$ cat config.mk
export PLATFORM = sky130hd
export DESIGN_NAME = simple_bus_xbar_flat
export DESIGN_NICKNAME = d
export VERILOG_FILES = /design/src/rtl/simple_bus_xbar_if.sv /design/src/rtl/simple_bus_xbar.sv /design/src/flat_wrapper.sv
export SDC_FILE = /design/constraint.sdc
export NUM_CORES = 1
export LEC_CHECK = 0
export ABC_AREA = 0
export CORE_AREA = 2 2 108 110
export CTS_CLUSTER_SIZE = 10
export DETAILED_ROUTE_END_ITERATION = 6
export DIE_AREA = 0 0 110 112
export SKIP_LAST_GASP = 1
export SYNTH_ARGS = -nofsm -noshare
export SYNTH_HDL_FRONTEND = slang
export SYNTH_SLANG_ARGS = --single-unit
$ cat constraint.sdc
create_clock -name clk_i -period 3.6 [get_ports clk_i]
set_input_delay 0.72 -clock clk_i [delete_from_list [all_inputs] [get_ports clk_i]]
set_output_delay 0.72 -clock clk_i [all_outputs]
set_load 0.01 [all_outputs]
$ cat src/rtl/simple_bus_xbar_if.sv
// -----------------------------------------------------------------------------
// simple_bus_xbar_if
// Bundles every host-side and device-side bus signal of simple_bus_xbar, plus
// the per-device address map (base/mask), into one interface.
//   slave  : crossbar view (takes host requests, drives device requests,
//            returns responses to hosts)
//   master : environment view (hosts, devices and address-map config)
// Signal names keep the _i/_o suffixes of the crossbar's own port list so the
// direction is read from the crossbar's point of view in both modports.
// -----------------------------------------------------------------------------
interface simple_bus_xbar_if #(
   parameter int unsigned NrDevices    = 1,
   parameter int unsigned NrHosts      = 1,
   parameter int unsigned DataWidth    = 32,
   parameter int unsigned AddressWidth = 32
);
   // host side
   logic [NrHosts-1:0]                     host_req_i;
   logic [NrHosts-1:0]                     host_gnt_o;
   logic [NrHosts-1:0][AddressWidth-1:0]   host_addr_i;
   logic [NrHosts-1:0]                     host_we_i;
   logic [NrHosts-1:0][DataWidth/8-1:0]    host_be_i;
   logic [NrHosts-1:0][DataWidth-1:0]      host_wdata_i;
   logic [NrHosts-1:0]                     host_rvalid_o;
   logic [NrHosts-1:0][DataWidth-1:0]      host_rdata_o;
   logic [NrHosts-1:0]                     host_err_o;

   // device side
   logic [NrDevices-1:0]                   device_req_o;
   logic [NrDevices-1:0][AddressWidth-1:0] device_addr_o;
   logic [NrDevices-1:0]                   device_we_o;
   logic [NrDevices-1:0][DataWidth/8-1:0]  device_be_o;
   logic [NrDevices-1:0][DataWidth-1:0]    device_wdata_o;
   logic [NrDevices-1:0]                   device_rvalid_i;
   logic [NrDevices-1:0][DataWidth-1:0]    device_rdata_i;
   logic [NrDevices-1:0]                   device_err_i;

   // address map
   logic [NrDevices-1:0][AddressWidth-1:0] cfg_device_addr_base;
   logic [NrDevices-1:0][AddressWidth-1:0] cfg_device_addr_mask;

   modport slave (
      input  host_req_i, host_addr_i, host_we_i, host_be_i, host_wdata_i,
      input  device_rvalid_i, device_rdata_i, device_err_i,
      input  cfg_device_addr_base, cfg_device_addr_mask,
      output host_gnt_o, host_rvalid_o, host_rdata_o, host_err_o,
      output device_req_o, device_addr_o, device_we_o, device_be_o, device_wdata_o
   );

   modport master (
      output host_req_i, host_addr_i, host_we_i, host_be_i, host_wdata_i,
      output device_rvalid_i, device_rdata_i, device_err_i,
      output cfg_device_addr_base, cfg_device_addr_mask,
      input  host_gnt_o, host_rvalid_o, host_rdata_o, host_err_o,
      input  device_req_o, device_addr_o, device_we_o, device_be_o, device_wdata_o
   );
endinterface

$ cat src/rtl/simple_bus_xbar.sv
// -----------------------------------------------------------------------------
// simple_bus_xbar
// Single-cycle, pipelined NrHosts x NrDevices memory interconnect.
//   - fixed-priority arbitration: lowest-index requesting host is granted in
//     the same cycle
//   - combinational decode against runtime base/mask pairs, lowest-index
//     matching device wins
//   - responses return exactly one cycle after the grant, steered by
//     registered select state; unmapped accesses complete with err=1, rdata=0
// Ports:
//   clk_i  : system clock
//   rst_ni : asynchronous active-low reset
//   bus    : simple_bus_xbar_if.slave (host bus, device bus, address map)
// The interface instance must be built with the same parameter values.
// -----------------------------------------------------------------------------
module simple_bus_xbar #(
   parameter int unsigned NrDevices    = 1,
   parameter int unsigned NrHosts      = 1,
   parameter int unsigned DataWidth    = 32,
   parameter int unsigned AddressWidth = 32
) (
   input logic               clk_i,
   input logic               rst_ni,
   simple_bus_xbar_if.slave  bus
);

   localparam int unsigned HostIdxW = (NrHosts   > 1) ? $clog2(NrHosts)   : 1;
   localparam int unsigned DevIdxW  = (NrDevices > 1) ? $clog2(NrDevices) : 1;

   // ---------------------------------------------------------------------------
   // Arbitration
   // ---------------------------------------------------------------------------
   logic [HostIdxW-1:0]     hsel;
   logic                    grant;

   // Scanning from the top down leaves the lowest requesting index in hsel.
   always_comb begin
      hsel  = '0;
      grant = 1'b0;
      for (int h = NrHosts - 1; h >= 0; h--) begin
         if (bus.host_req_i[h]) begin
            hsel  = HostIdxW'(h);
            grant = 1'b1;
         end
      end
   end

   always_comb begin
      bus.host_gnt_o = '0;
      if (grant) begin
         bus.host_gnt_o[hsel] = 1'b1;
      end
   end

   // Selected host's request fields
   logic [AddressWidth-1:0] sel_addr;
   logic                    sel_we;
   logic [DataWidth/8-1:0]  sel_be;
   logic [DataWidth-1:0]    sel_wdata;

   assign sel_addr  = bus.host_addr_i[hsel];
   assign sel_we    = bus.host_we_i[hsel];
   assign sel_be    = bus.host_be_i[hsel];
   assign sel_wdata = bus.host_wdata_i[hsel];

   // ---------------------------------------------------------------------------
   // Address decode
   // ---------------------------------------------------------------------------
   logic [DevIdxW-1:0]      dsel;
   logic                    mapped;

   always_comb begin
      dsel   = '0;
      mapped = 1'b0;
      for (int d = NrDevices - 1; d >= 0; d--) begin
         if ((sel_addr & bus.cfg_device_addr_mask[d]) == bus.cfg_device_addr_base[d]) begin
            dsel   = DevIdxW'(d);
            mapped = 1'b1;
         end
      end
   end

   // ---------------------------------------------------------------------------
   // Request forwarding: payload is broadcast, only the decoded device sees req.
   // ---------------------------------------------------------------------------
   always_comb begin
      bus.device_req_o = '0;
      if (grant && mapped) begin
         bus.device_req_o[dsel] = 1'b1;
      end
   end

   always_comb begin
      bus.device_addr_o  = '0;
      bus.device_we_o    = '0;
      bus.device_be_o    = '0;
      bus.device_wdata_o = '0;
      for (int d = 0; d < NrDevices; d++) begin
         bus.device_addr_o[d]  = sel_addr;
         bus.device_we_o[d]    = sel_we;
         bus.device_be_o[d]    = sel_be;
         bus.device_wdata_o[d] = sel_wdata;
      end
   end

   // ---------------------------------------------------------------------------
   // Response select state. Loaded unconditionally every cycle; resp_pending
   // qualifies everything, so host/dev/unmapped are only meaningful with it.
   // ---------------------------------------------------------------------------
   logic                    resp_pending;
   logic [HostIdxW-1:0]     resp_host;
   logic [DevIdxW-1:0]      resp_dev;
   logic                    resp_unmapped;

   always_ff @(posedge clk_i or negedge rst_ni) begin
      if (!rst_ni) begin
         resp_pending  <= 1'b0;
         resp_host     <= '0;
         resp_dev      <= '0;
         resp_unmapped <= 1'b0;
      end else begin
         resp_pending  <= grant;
         resp_host     <= hsel;
         resp_dev      <= dsel;
         resp_unmapped <= ~mapped;
      end
   end

   // ---------------------------------------------------------------------------
   // Response routing. Unmapped accesses are answered by the crossbar itself,
   // so they do not wait for a device rvalid.
   // ---------------------------------------------------------------------------
   logic                    resp_valid;
   logic [DataWidth-1:0]    resp_rdata;
   logic                    resp_err;

   assign resp_valid = resp_pending && (resp_unmapped || bus.device_rvalid_i[resp_dev]);
   assign resp_rdata = resp_unmapped ? '0   : bus.device_rdata_i[resp_dev];
   assign resp_err   = resp_unmapped ? 1'b1 : bus.device_err_i[resp_dev];

   always_comb begin
      bus.host_rvalid_o = '0;
      bus.host_rdata_o  = '0;
      bus.host_err_o    = '0;
      for (int h = 0; h < NrHosts; h++) begin
         bus.host_rvalid_o[h] = resp_valid && (resp_host == HostIdxW'(h));
         bus.host_rdata_o[h]  = resp_rdata;
         bus.host_err_o[h]    = resp_err;
      end
   end

endmodule

$ cat src/flat_wrapper.sv
// flat-port wrapper written by rule: the top's interface ports become plain ports
module simple_bus_xbar_flat 
#(
   parameter int unsigned NrDevices    = 1,
   parameter int unsigned NrHosts      = 1,
   parameter int unsigned DataWidth    = 32,
   parameter int unsigned AddressWidth = 32
)
  (clk_i, rst_ni, bus_host_req_i, bus_host_addr_i, bus_host_we_i, bus_host_be_i, bus_host_wdata_i, bus_device_rvalid_i, bus_device_rdata_i, bus_device_err_i, bus_cfg_device_addr_base, bus_cfg_device_addr_mask, bus_host_gnt_o, bus_host_rvalid_o, bus_host_rdata_o, bus_host_err_o, bus_device_req_o, bus_device_addr_o, bus_device_we_o, bus_device_be_o, bus_device_wdata_o);
  simple_bus_xbar_if #(.NrDevices(NrDevices), .NrHosts(NrHosts), .DataWidth(DataWidth), .AddressWidth(AddressWidth)) bus_i ();
  input logic clk_i;
  input logic rst_ni;
  input wire logic [$bits(bus_i.host_req_i)-1:0] bus_host_req_i;
  input wire logic [$bits(bus_i.host_addr_i)-1:0] bus_host_addr_i;
  input wire logic [$bits(bus_i.host_we_i)-1:0] bus_host_we_i;
  input wire logic [$bits(bus_i.host_be_i)-1:0] bus_host_be_i;
  input wire logic [$bits(bus_i.host_wdata_i)-1:0] bus_host_wdata_i;
  input wire logic [$bits(bus_i.device_rvalid_i)-1:0] bus_device_rvalid_i;
  input wire logic [$bits(bus_i.device_rdata_i)-1:0] bus_device_rdata_i;
  input wire logic [$bits(bus_i.device_err_i)-1:0] bus_device_err_i;
  input wire logic [$bits(bus_i.cfg_device_addr_base)-1:0] bus_cfg_device_addr_base;
  input wire logic [$bits(bus_i.cfg_device_addr_mask)-1:0] bus_cfg_device_addr_mask;
  output wire logic [$bits(bus_i.host_gnt_o)-1:0] bus_host_gnt_o;
  output wire logic [$bits(bus_i.host_rvalid_o)-1:0] bus_host_rvalid_o;
  output wire logic [$bits(bus_i.host_rdata_o)-1:0] bus_host_rdata_o;
  output wire logic [$bits(bus_i.host_err_o)-1:0] bus_host_err_o;
  output wire logic [$bits(bus_i.device_req_o)-1:0] bus_device_req_o;
  output wire logic [$bits(bus_i.device_addr_o)-1:0] bus_device_addr_o;
  output wire logic [$bits(bus_i.device_we_o)-1:0] bus_device_we_o;
  output wire logic [$bits(bus_i.device_be_o)-1:0] bus_device_be_o;
  output wire logic [$bits(bus_i.device_wdata_o)-1:0] bus_device_wdata_o;
  assign bus_i.host_req_i = bus_host_req_i;
  assign bus_i.host_addr_i = bus_host_addr_i;
  assign bus_i.host_we_i = bus_host_we_i;
  assign bus_i.host_be_i = bus_host_be_i;
  assign bus_i.host_wdata_i = bus_host_wdata_i;
  assign bus_i.device_rvalid_i = bus_device_rvalid_i;
  assign bus_i.device_rdata_i = bus_device_rdata_i;
  assign bus_i.device_err_i = bus_device_err_i;
  assign bus_i.cfg_device_addr_base = bus_cfg_device_addr_base;
  assign bus_i.cfg_device_addr_mask = bus_cfg_device_addr_mask;
  assign bus_host_gnt_o = bus_i.host_gnt_o;
  assign bus_host_rvalid_o = bus_i.host_rvalid_o;
  assign bus_host_rdata_o = bus_i.host_rdata_o;
  assign bus_host_err_o = bus_i.host_err_o;
  assign bus_device_req_o = bus_i.device_req_o;
  assign bus_device_addr_o = bus_i.device_addr_o;
  assign bus_device_we_o = bus_i.device_we_o;
  assign bus_device_be_o = bus_i.device_be_o;
  assign bus_device_wdata_o = bus_i.device_wdata_o;
  simple_bus_xbar #(.NrDevices(NrDevices), .NrHosts(NrHosts), .DataWidth(DataWidth), .AddressWidth(AddressWidth)) u_core (.clk_i(clk_i), .rst_ni(rst_ni), .bus(bus_i));
endmodule
# --- Word-level counts from Yosys, hierarchy flattened ---
# Index checks and enable logic that the tools add are counted.
op_classes:
  eq_ne: 1
  mux: 6
  n_bitwise: 2
  reduce_logical: 3
op_table:
  columns: ["cell", "count"]
  rows:
  - ["$and 32x32->32", 1]
  - ["$eq 32x32->1", 1]
  - ["$mux 32", 1]
  - ["$mux 1", 5]
  - ["$logic_and 1x1->1", 2]
  - ["$logic_or 1x1->1", 1]
  - ["$not 1->1", 1]
totals:
  reg_bits: 2
  inputBits: 170
  output_inout_bits: 105
  elab_cells: 14

# --- Logic depth before layout (Yosys ltp) ---
# Gate-level depths: netlist (run 1).
logic_depth:
  depth_word: 5
  ltp_mapped: 5

# --- Worst setup path before layout (run 1) ---
# No wires, ideal clock.
synth_path:
  path_kind: "input to output"
  startpoint: "input port bus_host_addr_i[20]"
  endpoint: "output port bus_device_req_o"
  t_arrival_ns: 1.541
  slack_ns: 1.339
  cell_stages: 5
  path_buffers: 0
  cell_sequence: "nand2_1 > xor2_1 > nand4_1 > nor4_2 > and3_1"
synth_via:
  elab_chain_len: 5
synth_rtl:
  columns: ["element", "line_no", "text"]
  rows:
  - ["from (decl)", "flat_wrapper.sv:14", "input wire logic [$bits(bus_i.host_addr_i)-1:0] bus_host_addr_i;"]
  - ["$and 32x32->32", "simple_bus_xbar.sv:76", "if ((sel_addr & bus.cfg_device_addr_mask[d]) == bus.cfg_device_addr_base[d]) begin"]
  - ["$eq 32x32->1", "simple_bus_xbar.sv:76", null]
  - ["$mux 1", "simple_bus_xbar.sv:76", null]
  - ["$logic_and 1x1->1", "simple_bus_xbar.sv:88", "if (grant && mapped) begin"]
  - ["$mux 1", "simple_bus_xbar.sv:88", null]
  - ["to (decl)", "flat_wrapper.sv:27", "output wire logic [$bits(bus_i.device_req_o)-1:0] bus_device_req_o;"]
# No other way between the ends.

# --- Worst setup path after layout (run 1) ---
layout_path:
  startpoint: "input port bus_host_addr_i[16]"
  endpoint: "output port bus_device_req_o"
# The elaborated chain is that of the path after synthesis.

==> impl_metrics.env, run 1 <==
export IMPL_clkSinkCount=2
export IMPL_maxCapViolations=0
export IMPL_gp_congestion=0.6747
export IMPL_top_layer_used="met4"
export IMPL_grt_pass1_wl_um=7272
export IMPL_grt_overflow=0
export IMPL_vdd_ir_drop_max_v=0.0001602
export IMPL_cts_buffers=3
export IMPL_drc=0
export IMPL_io_pins=275
export IMPL_first_global_vias=1657
export IMPL_synth_distinct_cells=11
export IMPL_critPathMaxFanout=2
export IMPL_wl_met1_um=1408
export IMPL_ys_seq_area_share_pct=3.891
export IMPL_fin_tns_setup_ps=0
export IMPL_drive_gt1_share_pct=1.905
export IMPL_coreArea_mm2=0.01117
export IMPL_syn_nets=355
export IMPL_relSlewSlack_pct=33.30
export IMPL_worstPathRequired_ps=2880
export IMPL_fin_area_mm2=0.003005
export IMPL_cp_startpoint="bus_host_addr_i[16]"
export IMPL_wire_per_inst_um=11.61
export IMPL_antenna_cells=0
export IMPL_holdBufCountCts=0
export IMPL_placed_area_mm2=0.002930
export IMPL_worstPathArrival_ps=2670
export IMPL_clock_fmax_mhz=295.4
export IMPL_die_area_mm2=0.01232
export IMPL_ctsHtreeMaxLevel=1
export IMPL_wl_met2_um=3104
export IMPL_hpwl_um=5007
export IMPL_io_buffers=200
export IMPL_p_per_area_mw_per_mm2=144.8
export IMPL_final_common_cell="clkdlybuf4s50_1"
export IMPL_synth_area_leaders="buf_4 (41%), xor2_1 (22%), nor2b_1 (16%)"
export IMPL_syn_area_per_cell_um2=6.953
export IMPL_drt_vias_per_instance=3.465
export IMPL_die_y_um=112
export IMPL_hp_class="primary input to asynchronous set/reset pin"
export IMPL_cp_start_kind="primary input"
export IMPL_leakagePower_uw=0.001072
export IMPL_drt_first_pass_iters=3
export IMPL_synth_top_area_share_pct=40.86
export IMPL_netlist_area_mm2=0.001286
export IMPL_grt_usage_pct=7.607
export IMPL_worstMarginPinSlew_ps=1001
export IMPL_drtIter0Drc=15
export IMPL_setup_viol=0
export IMPL_power_uw=435.1
export IMPL_place_ws_ps=116.4
export IMPL_cts_max_path_buffers=2
export IMPL_endpoint_kind="primary output"
export IMPL_setup_slack_ps=214.4
export IMPL_area_delta_synth_final_pct=133.7
export IMPL_fin_util_pct=26.90
export IMPL_yosysWarnings=0
export IMPL_hold_violations=0
export IMPL_syn_inst=185
export IMPL_synth_seq_cells=2
export IMPL_post_cts_buffers=0
export IMPL_clockRootBuffer="clkbuf_16"
export IMPL_row_count=39
export IMPL_cts_tree="done"
export IMPL_start_util_pct=11.51
export IMPL_final_min_clock_period_ps=3386
export IMPL_report_final_slew_viol_count=0
export IMPL_min_period_over_period_pct=94.04
export IMPL_dr_wl_met3_um=733
export IMPL_nets=487
export IMPL_vias=1587
export IMPL_outcome="completed"
export IMPL_grt_max_degree=35
export IMPL_antenna_left=0
export IMPL_fp_dieW_um=110
export IMPL_final_cell_mix="clkdlybuf4s50_1 (200), nand2_1 (33), nor2b_1 (32), xor2_1 (32), nand4_1 (8)"
export IMPL_yosysTopAreaCell="buf_4"
export IMPL_antenna_found_initial=0
export IMPL_clk_pin_slew_worst_paths_ps=30
export IMPL_critPathKind="primary input to primary output"
export IMPL_post_cts_resized=0
export IMPL_drt_total_wl_um=5319
export IMPL_rsz0062_at_grt="false"
-- power by group --
group,total [uW],switching [uW],leakage [uW],internal (uW)
Clock,166,24.8,0.0000370,141
Sequential,23.6,0.365,0.0000204,23.2
Combinational,245,64.7,0.00101,181
Total,435,89.9,0.00107,345
-- metrics by stage --
| step | cells | hold WS (ps) |
|---|---|---|
| after floorplan | 185 | 424.4 |
| after global placement | 455 | 893.2 |
| after detailed placement | 455 | 893.0 |
| after CTS | 458 | 665.0 |
| after global routing | 458 | 669.4 |
| final | 458 | 664.4 |
-- per-layer routing --
| layer | vias up | global-route usage, % |
|---|---|---|
| li1 | 769 | - |
| met1 | 683 | 5.569 |
| met2 | 123 | 17.38 |
| met3 | 12 | 1.815 |
| met4 | 0 | 2.194 |
| met5 | - | 0 |
-- critical path, stage by stage --
cell             delay, ps
clkdlybuf4s50_1        480
nand2_1                 90
xor2_1                 140
nand4_1                120
nor4_2                 360
and3_1                 200
clkdlybuf4s50_1        540
-- synth_stat cells (all sizes together) --
| cell type | n |
|---|---|
| xor2 | 32 |
| or2 | 1 |
| nand2 | 33 |
| nor4 | 2 |
| dfrtp | 2 |
| nand4 | 8 |
| nor2b | 32 |
| buf | 70 |
| clkbuf | 3 |
| and3 | 1 |
| o21a | 1 |
-- cell type report --
cell class                      instances  area (um^2)
Clock buffer                            3        75.07
Tap cell                              143        178.9
Multi-Input combinational cell        110        699.4
Sequential cell                         2        50.05
Fill cell                            1203         8169
Timing Repair Buffer                  200         2002
-- cell families after synthesis --
kind of cell    synth area share (%)
xor+xnor                       21.79
buf+inv                        41.73
simple gates                   32.00
compound gates                0.5839
flops                          3.891
-- final timing paths --
| kind | end | slack [ps] |
|---|---|---|
| min in group clk_i | u_core.resp_pending | 1020 |
| hold / removal | u_core.resp_pending | 660 |
| setup / recovery | bus_device_req_o | 210 |
| max in group asynchronous | u_core.resp_unmapped | 2820 |
-- state kept, by name, summed over array words and instances, names as in the netlist --
name and flops:
u_core.resp_pending 1, u_core.resp_unmapped 1
No activity file was read; power rests on OpenSTA's default activity.
==> inputs of run 2 (changes only) <==
--- a/config.mk
+++ b/config.mk
@@ -7,4 +7,5 @@
 export LEC_CHECK = 0
 export ABC_AREA = 0
+export CAP_MARGIN = 20
 export CORE_AREA = 2 2 108 110
 export CTS_CLUSTER_SIZE = 10
==> constraint.sdc (replaced) <==
create_clock -name clk_i -period 3.6 [get_ports clk_i]
set_input_delay 0.72 -clock clk_i [delete_from_list [all_inputs] [get_ports clk_i]]
set_output_delay 0.72 -clock clk_i [all_outputs]
set_load 0.05 [all_outputs]
==> impl_metrics.env, run 2 (same netlist as run 1, synthesis figures left out) <==
export IMPL_antenna_cells=0
export IMPL_cp_start_kind="primary input"
export IMPL_drtIter0Drc=14
export IMPL_worstPathRequired_ps=2880
export IMPL_grt_max_degree=28
export IMPL_grt_overflow=0
export IMPL_outcome="completed"
export IMPL_min_period_over_period_pct=84.68
export IMPL_start_util_pct=11.51
export IMPL_cp_startpoint="bus_host_addr_i[5]"
export IMPL_setup_viol=0
export IMPL_placed_area_mm2=0.002948
export IMPL_final_cell_mix="clkdlybuf4s50_1 (199), nand2_1 (33), nor2b_1 (32), xor2_1 (32), nand4_1 (8)"
export IMPL_relSlewSlack_pct=44.90
export IMPL_holdBufCountCts=0
export IMPL_cts_max_path_buffers=2
export IMPL_hold_violations=0
export IMPL_report_final_slew_viol_count=0
export IMPL_clockRootBuffer="clkbuf_16"
export IMPL_grt_usage_pct=7.571
export IMPL_drc=0
export IMPL_worstPathArrival_ps=2330
export IMPL_io_pins=275
export IMPL_clock_fmax_mhz=328.0
export IMPL_coreArea_mm2=0.01117
export IMPL_critPathMaxFanout=2
export IMPL_grt_pass1_wl_um=7176
export IMPL_antenna_found_initial=0
export IMPL_final_min_clock_period_ps=3049
export IMPL_post_cts_buffers=0
export IMPL_row_count=39
export IMPL_maxCapViolations=0
export IMPL_ctsHtreeMaxLevel=1
export IMPL_nets=488
export IMPL_post_cts_resized=0
export IMPL_hpwl_um=5107
export IMPL_leakagePower_uw=0.001080
export IMPL_die_area_mm2=0.01232
export IMPL_io_buffers=200
export IMPL_clkSinkCount=2
export IMPL_drt_total_wl_um=5358
export IMPL_largestRegisters="u_core.resp_pending x1, u_core.resp_unmapped x1"
export IMPL_drt_first_pass_iters=2
export IMPL_wire_per_inst_um=11.67
export IMPL_die_y_um=112
export IMPL_cts_buffers=3
export IMPL_final_common_cell="clkdlybuf4s50_1"
export IMPL_rsz0062_at_grt="false"
export IMPL_cts_tree="done"
export IMPL_hp_class="primary input to asynchronous set/reset pin"
export IMPL_fp_dieW_um=110
export IMPL_drt_vias_per_instance=3.449
export IMPL_antenna_left=0
export IMPL_first_global_vias=1636
export IMPL_critPathKind="primary input to primary output"
export IMPL_p_per_area_mw_per_mm2=164.0
export IMPL_area_delta_synth_final_pct=135.0
export IMPL_drive_gt1_share_pct=2.532
export IMPL_clk_pin_slew_worst_paths_ps=30
export IMPL_fin_tns_setup_ps=0
export IMPL_fin_area_mm2=0.003023
export IMPL_vdd_ir_drop_max_v=0.0001634
export IMPL_gp_congestion=0.6645
export IMPL_endpoint_kind="primary output"
export IMPL_vias=1583
export IMPL_worstMarginPinSlew_ps=826.5
-- run 2: cell types whose count changed in the layout (fill, tap and decap cells not counted) --
cell / change
clkdlybuf4s50_1: -1
buf_4: +1
buf_12: +1
-- run 2: metal layers --
metal	share of wire (%)	routed length [um]	vias to the layer above	GRT usage, %
li1	-	-	773	-
met1	26	1371	675	5.180
met2	59	3162	123	17.71
met3	14	751	12	1.815
met4	1.4	73	0	2.194
met5	0	0	-	0
-- run 2: worst max-delay path, stage by stage --
cell and delay [ps]:
clkdlybuf4s50_1 470, nand2_1 60, xor2_1 130, nand4_1 130, nor4_2 390, and3_1 270, buf_12 150
-- run 2: metrics by stage --
step | worst slack, ps | util, % | power [uW] | hold slack (ps) | instances
floorplan | 1073 | - | 276.2 | 424.4 | 185
global placement | 492.9 | 26.38 | 331.1 | 893.0 | 456
detailed placement | 484.3 | 26.38 | 333.3 | 895.4 | 456
CTS | 483.9 | 27.05 | 502.9 | 666.8 | 459
global route | 410.7 | 27.05 | 520.0 | 667.4 | 459
finish | 551.4 | 27.05 | 495.7 | 667.0 | 459
-- run 2: cell type report --
class                      instances  area, um^2
clock buffer                       3       75.07
multi-input combinational        110       699.4
tap                              143       178.9
timing repair buffer             201        2019
sequential                         2       50.05
fill                            1204        8152
-- run 2: report_power, final --
| group | internal (uW) | switching [uW] | total, uW | leakage (uW) |
|---|---|---|---|---|
| logic | 180 | 126 | 307 | 0.00102 |
| clock network | 141 | 24.1 | 165 | 0.0000370 |
| registers | 23.2 | 0.240 | 23.5 | 0.0000204 |
-- run 2: path summary, 6_finish.rpt --
kind                                         to  slack, ps
setup / recovery               bus_device_req_o        550
hold / removal              u_core.resp_pending        670
min in group clk_i          u_core.resp_pending       1030
max in group asynchronous  u_core.resp_unmapped       2810
